File: config.mk
export PLATFORM = sky130hd
export DESIGN_NAME = multicycle_control_unit
export DESIGN_NICKNAME = d
export VERILOG_FILES = /design/src/rtl/multicycle_control_unit_pkg.sv /design/src/rtl/multicycle_control_unit_alu_decoder.sv /design/src/rtl/multicycle_control_unit.sv
export SDC_FILE = /design/constraint.sdc
export NUM_CORES = 1
export LEC_CHECK = 0
export BUFFER_PORTS_ARGS = -buffer_cell sky130_fd_sc_hd__buf_2
export CAP_MARGIN = 20
export CORE_AREA = 4 4 50 52
export CTS_BUF_LIST = sky130_fd_sc_hd__clkbuf_4 sky130_fd_sc_hd__clkbuf_8
export CTS_CLUSTER_SIZE = 40
export DETAILED_ROUTE_END_ITERATION = 10
export DIE_AREA = 0 0 54 56
export PLACE_DENSITY = 0.79
export SYNTH_ARGS = -nofsm -noshare
export SYNTH_HDL_FRONTEND = slang
export SYNTH_SLANG_ARGS = --single-unit
File: constraint.sdc
create_clock -name clk -period 3.05 [get_ports clk]
set_input_delay 0.61 -clock clk [delete_from_list [all_inputs] [get_ports clk]]
set_output_delay 0.61 -clock clk [all_outputs]
set_load 0.02 [all_outputs]
File: src/rtl/multicycle_control_unit_pkg.sv
// Shared RV32I encodings for the multi-cycle control unit: opcodes, mux selects, FSM states.
package rv32i_pkg;

  localparam logic [6:0] OP_TYPE_R  = 7'b0110011;
  localparam logic [6:0] OP_TYPE_I  = 7'b0010011;
  localparam logic [6:0] OP_TYPE_L  = 7'b0000011;
  localparam logic [6:0] OP_TYPE_S  = 7'b0100011;
  localparam logic [6:0] OP_TYPE_B  = 7'b1100011;
  localparam logic [6:0] OP_TYPE_LU = 7'b0110111;
  localparam logic [6:0] OP_TYPE_AU = 7'b0010111;
  localparam logic [6:0] OP_TYPE_J  = 7'b1101111;
  localparam logic [6:0] OP_TYPE_JL = 7'b1100111;

  localparam logic [3:0] ALU_ADD = 4'b0000;

  localparam logic [2:0] RFWD_ALU    = 3'd0;
  localparam logic [2:0] RFWD_BUS    = 3'd1;
  localparam logic [2:0] RFWD_IMM    = 3'd2;
  localparam logic [2:0] RFWD_PC_IMM = 3'd3;
  localparam logic [2:0] RFWD_PC_4   = 3'd4;

  typedef enum logic [2:0] {FETCH, DECODE, EXE, S_MEM, L_MEM, L_WB} state_t;

  typedef struct packed {
    logic       pc_en;
    logic       reg_file_we;
    logic       alu_src;
    logic [3:0] alu_ctl;
    logic [2:0] rfwd_sel;
    logic       branch;
    logic       jal;
    logic       jalr;
    logic       bus_we;
    logic       bus_re;
  } ctrl_t;

endpackage

File: src/rtl/multicycle_control_unit_alu_decoder.sv
// ALU operation decode from opcode/funct3/funct7[5]; branch condition rides in [2:0].
module alu_decoder
  import rv32i_pkg::*;
(
  input  logic [6:0] opcode,
  input  logic [2:0] f3,
  input  logic       f7_5,
  output logic [3:0] alu_control
);

  always_comb begin
    alu_control = ALU_ADD;
    case (opcode)
      OP_TYPE_R: alu_control = {f7_5, f3};
      // bit30 is part of the immediate except for the shift-right pair
      OP_TYPE_I: alu_control = {(f3 == 3'b101) ? f7_5 : 1'b0, f3};
      OP_TYPE_B: alu_control = {1'b0, f3};
      default:   alu_control = ALU_ADD;
    endcase
  end

endmodule

File: src/rtl/multicycle_control_unit.sv
// Multi-cycle RV32I sequencer: FETCH/DECODE/EXE plus store/load memory phases.
// Optional BUS_WAIT_EN: memory states stall until busReady.
module multicycle_control_unit
  import rv32i_pkg::*;
(
  input  logic        clk,
  input  logic        reset,
  input  logic [31:0] instrCode,
  input  logic        busReady,
  output logic        pcEn,
  output logic        regFileWe,
  output logic        aluSrcMuxSel,
  output logic [3:0]  aluControl,
  output logic [2:0]  RFWDSrcMuxSel,
  output logic        branch,
  output logic        jal,
  output logic        jalr,
  output logic        busWe,
  output logic        busRe
);

  state_t     state, state_nxt;
  ctrl_t      ctrl, ctrl_nxt;
  logic [6:0] opcode;
  logic [3:0] alu_ctl;
  logic       is_r, is_i, is_l, is_s, is_b, is_lu, is_au, is_j, is_jl;
  logic       s_mem_done;

  assign opcode = instrCode[6:0];
  assign is_r   = (opcode == OP_TYPE_R);
  assign is_i   = (opcode == OP_TYPE_I);
  assign is_l   = (opcode == OP_TYPE_L);
  assign is_s   = (opcode == OP_TYPE_S);
  assign is_b   = (opcode == OP_TYPE_B);
  assign is_lu  = (opcode == OP_TYPE_LU);
  assign is_au  = (opcode == OP_TYPE_AU);
  assign is_j   = (opcode == OP_TYPE_J);
  assign is_jl  = (opcode == OP_TYPE_JL);

  alu_decoder u_alu_decoder (
    .opcode      (opcode),
    .f3          (instrCode[14:12]),
    .f7_5        (instrCode[30]),
    .alu_control (alu_ctl)
  );

  always_comb begin
    state_nxt = FETCH;
    case (state)
      FETCH:  state_nxt = DECODE;
      DECODE: state_nxt = EXE;
      EXE:    state_nxt = is_s ? S_MEM : (is_l ? L_MEM : FETCH);
`ifdef BUS_WAIT_EN
      S_MEM:  state_nxt = busReady ? FETCH : S_MEM;
      L_MEM:  state_nxt = busReady ? L_WB : L_MEM;
`else
      S_MEM:  state_nxt = FETCH;
      L_MEM:  state_nxt = L_WB;
`endif
      L_WB:   state_nxt = FETCH;
      default: state_nxt = FETCH;
    endcase
  end

  // Outputs are registered from the state being entered, so they behave as Moore outputs.
  always_comb begin
    ctrl_nxt = '0;
    if (state_nxt != FETCH && state_nxt != DECODE) begin
      ctrl_nxt.alu_ctl  = alu_ctl;
      ctrl_nxt.alu_src  = is_i | is_l | is_s | is_jl;
      ctrl_nxt.branch   = is_b;
      ctrl_nxt.jal      = is_j | is_jl;
      ctrl_nxt.jalr     = is_jl;
      ctrl_nxt.rfwd_sel = is_l  ? RFWD_BUS :
                          is_lu ? RFWD_IMM :
                          is_au ? RFWD_PC_IMM :
                          (is_j | is_jl) ? RFWD_PC_4 : RFWD_ALU;
    end
    case (state_nxt)
      EXE: begin
        ctrl_nxt.reg_file_we = is_r | is_i | is_lu | is_au | is_j | is_jl;
        ctrl_nxt.pc_en       = !(is_l | is_s);
      end
      S_MEM: begin
        ctrl_nxt.bus_we = 1'b1;
`ifndef BUS_WAIT_EN
        ctrl_nxt.pc_en  = 1'b1;
`endif
      end
      L_MEM: ctrl_nxt.bus_re = 1'b1;
      L_WB: begin
        ctrl_nxt.bus_re      = 1'b1;
        ctrl_nxt.reg_file_we = 1'b1;
        ctrl_nxt.pc_en       = 1'b1;
      end
      default: ;
    endcase
  end

  always_ff @(posedge clk) begin
    if (reset) begin
      state <= FETCH;
      ctrl  <= '0;
    end else begin
      state <= state_nxt;
      ctrl  <= ctrl_nxt;
    end
  end

`ifdef BUS_WAIT_EN
  // Store completion depends on this cycle's busReady, so it cannot be registered.
  assign s_mem_done = (state == S_MEM) && busReady;
`else
  assign s_mem_done = 1'b0;
`endif

  // Write strobes are suppressed while reset is sampled, whatever state we were in.
  assign pcEn          = (ctrl.pc_en | s_mem_done) & ~reset;
  assign regFileWe     = ctrl.reg_file_we & ~reset;
  assign busWe         = ctrl.bus_we & ~reset;
  assign busRe         = ctrl.bus_re;
  assign aluSrcMuxSel  = ctrl.alu_src;
  assign aluControl    = ctrl.alu_ctl;
  assign RFWDSrcMuxSel = ctrl.rfwd_sel;
  assign branch        = ctrl.branch;
  assign jal           = ctrl.jal;
  assign jalr          = ctrl.jalr;

endmodule

==> results.toml <==
[status]
outcome = "finished, final reports clean"

[synthesis]
synth_area_leaders = "dfxtp_1 (45%), buf_4 (7.4%), a21oi_1 (6.8%)"
yosysWarnings = 0
synth-seq-area-share = 0.445
yosys.area.top_type_share = 0.445
synth_cell_types = 25
netlist_area_um2 = 810
synth_top_cell_by_area = "dfxtp_1"
avgSynthCellArea_um2 = 9.64
synth-seq-cells = 18
synthCells = 84
syn_nets = 119

[timing]
fin_hold_ws_ns = 0.516
hold_viol = 0
period_needed_ns = 1.69
fin_skew_ns = 0.00169
setup_viol = 0
setup_tns_ns = 0
finalCritPeriodShare = 0.553
relSlewSlack = 0.591
max_freq_ghz = 0.593
worstMarginPinSlew_ns = 0.614
final-max-slew-violation-count = 0
rsz0062_at_grt = "no"

[critical_path]
worst-path-buf-inv = 2
cp_top_family = "buffers and inverters"
start_kind = "primary input"
cp_cell_sequence = "buf_2 -> and2b_1 -> buf_2"
critPathKind = "primary input to primary output"
max_stage_delay_ns = 0.18
cp-end-kind = "primary output"
cp_slowest_cell = "and2b_1"
required_ns = 2.44
cp.arrival_ns = 1.08
critPathMaxFanout = 7
cp_common_cell = "buf_2"

[global_routing]
grt_util_all_layers = 0.104
antenna_found_initial = 0
grt_overflow = 0
grt_max_degree = 14
grt_pass1_vias = 590
grt_pass1_wl_um = 2450

[floorplanning]
start_util = 0.384
core_um2 = 2110
row_count = 17
die_h_um = 56
die_width_um = 54
dieArea_um2 = 3020
io_pins = 50

[cts]
clock_sinks = 18
clk_path_buf_depth = 2
ctsHoldBuffers = 0
cts_setup_buffers = 0
ctsHtreeMaxLevel = 1
cts_tree = "yes"
cts_resized = 0
clock_latency_ns = 0.28
clk_pin_slew_ns = 0.10
cts_buffers = 3
cts-root-buf = "clkbuf_4"

[placement]
dp_hpwl_um = 1140
gp_congestion = 0.752
dp.cells = 130
port-buffer-count = 27

[final_layout]
fin_cells = 135
fin_util = 0.452
diodes = 0
mostFrequentLayoutCells = "buf_2 (27), dfxtp_1 (18), a21oi_1 (11)"
fill_cells = 209
area_delta_synth_final_pct = 17.6
drive_above_1_share = 0.364
final_common_cell = "buf_2"
final_nets = 143

[power_and_ir_drop]
max-vdd-ir-drop_v = 0.000134
p_sw_mw = 0.0949
p_total_mw = 0.424
power.leakage_nw = 0.424
pwr-share-seq = 0.568
p_int_mw = 0.329
power_density_nw_per_um2 = 445
comb_power_share = 0.098
clockPowerShare = 0.334
switching_share = 0.224

[drt]
first_pass_iters = 4
drtAntennaViolNets = 0
routed_wl_um = 1440
wl_per_cell_um = 10.7
viasPerCell = 4.79
drtIter0Drc = 2
vias = 647
drcViolationCount = 0

[flow_run]
drv_cap = 0

[min_path]
hold_path.class = "register to register"
==> Yosys cell counts <==
cell type / instances
nor4b_1: 1
nand2b_1: 3
a2bb2oi_1: 1
nand4bb_4: 1
nor3b_1: 1
nor3_1: 3
a211oi_2: 2
a21oi_1: 11
buf_6: 1
nand3_1: 4
a211oi_1: 3
nand3b_1: 1
buf_4: 8
nor2_1: 3
o21ai_0: 2
inv_1: 4
or2_2: 2
a31oi_1: 2
a22oi_2: 1
nand4b_1: 1
nor4b_4: 1
nand2_1: 4
nor2b_1: 4
dfxtp_1: 18
and2b_1: 2
==> registers in the layout, indices dropped and copies added (netlist names) <==
signal         cells
RFWDSrcMuxSel      3
jal                1
aluSrcMuxSel       1
branch             1
ctrl               3
aluControl         4
jalr               1
busRe              1
state              3
==> cell families (layout without fill, tap and decap cells) <==
group,after synthesis,in the layout,synth area share
AND/OR/NAND/NOR,31,31,0.267
flip-flops,18,18,0.445
buffers and inverters,13,36,0.107
AO/OA/AOI/OAI,22,22,0.181
==> power by group through the flow <==
stage	clock [mW]	combinational [mW]	sequential, mW
finish	0.142	0.0413	0.241
global placement	0	0.0394	0.246
global route	0.157	0.0458	0.242
detailed placement	0	0.0404	0.246
floorplan	0	0.0226	0.246
CTS	0.145	0.0405	0.241
==> through the flow <==
| stage | worst slack, ns | cell area (um^2) |
|---|---|---|
| after CTS | 1.23 | 945 |
| after floorplan | 1.40 | 810 |
| after global placement | 0.985 | 908 |
| final | 1.36 | 952 |
| after detailed placement | 0.928 | 908 |
| after global routing | 1.21 | 952 |
==> worst register-to-register path, cell delays in order (launching register included) <==
cell and delay [ns]:
dfxtp_1 0.41, nor2b_1 0.25, nor3b_1 0.27, a22oi_2 0.22, a211oi_1 0.30
==> path summary, 6_finish.rpt <==
check	start	end	slack, ns	cells after the start
max	reset	pcEn	1.36	3
min reg2reg	state[1]	ctrl[13]	0.52	1
min	state[1]	ctrl[13]	0.52	1
max reg2reg	state[1]	jalr	1.52	4
==> cell type report <==
class / instances / area, um^2 / area share
sequential: 18 / 360 / 0.378
timing repair buffer: 28 / 143 / 0.150
clock buffer: 4 / 36.3 / 0.0381
tap: 28 / 35.0 / 0.0368
inverter: 4 / 15.0 / 0.0158
multi-input combinational: 53 / 363 / 0.381
==> metal layers <==
| metal | part of all wire | global-route usage | vias to the layer above | wire length, um |
|---|---|---|---|---|
| met1 | 0.44 | 0.128 | 292 | 639 |
| met4 | 0.0097 | 0.0320 | 0 | 14 |
| met5 | 0 | 0 | - | 0 |
| met2 | 0.49 | 0.175 | 15 | 701 |
| li1 | - | - | 338 | - |
| met3 | 0.058 | 0.0241 | 2 | 83 |
No activity file was read; power rests on OpenSTA's default activity.
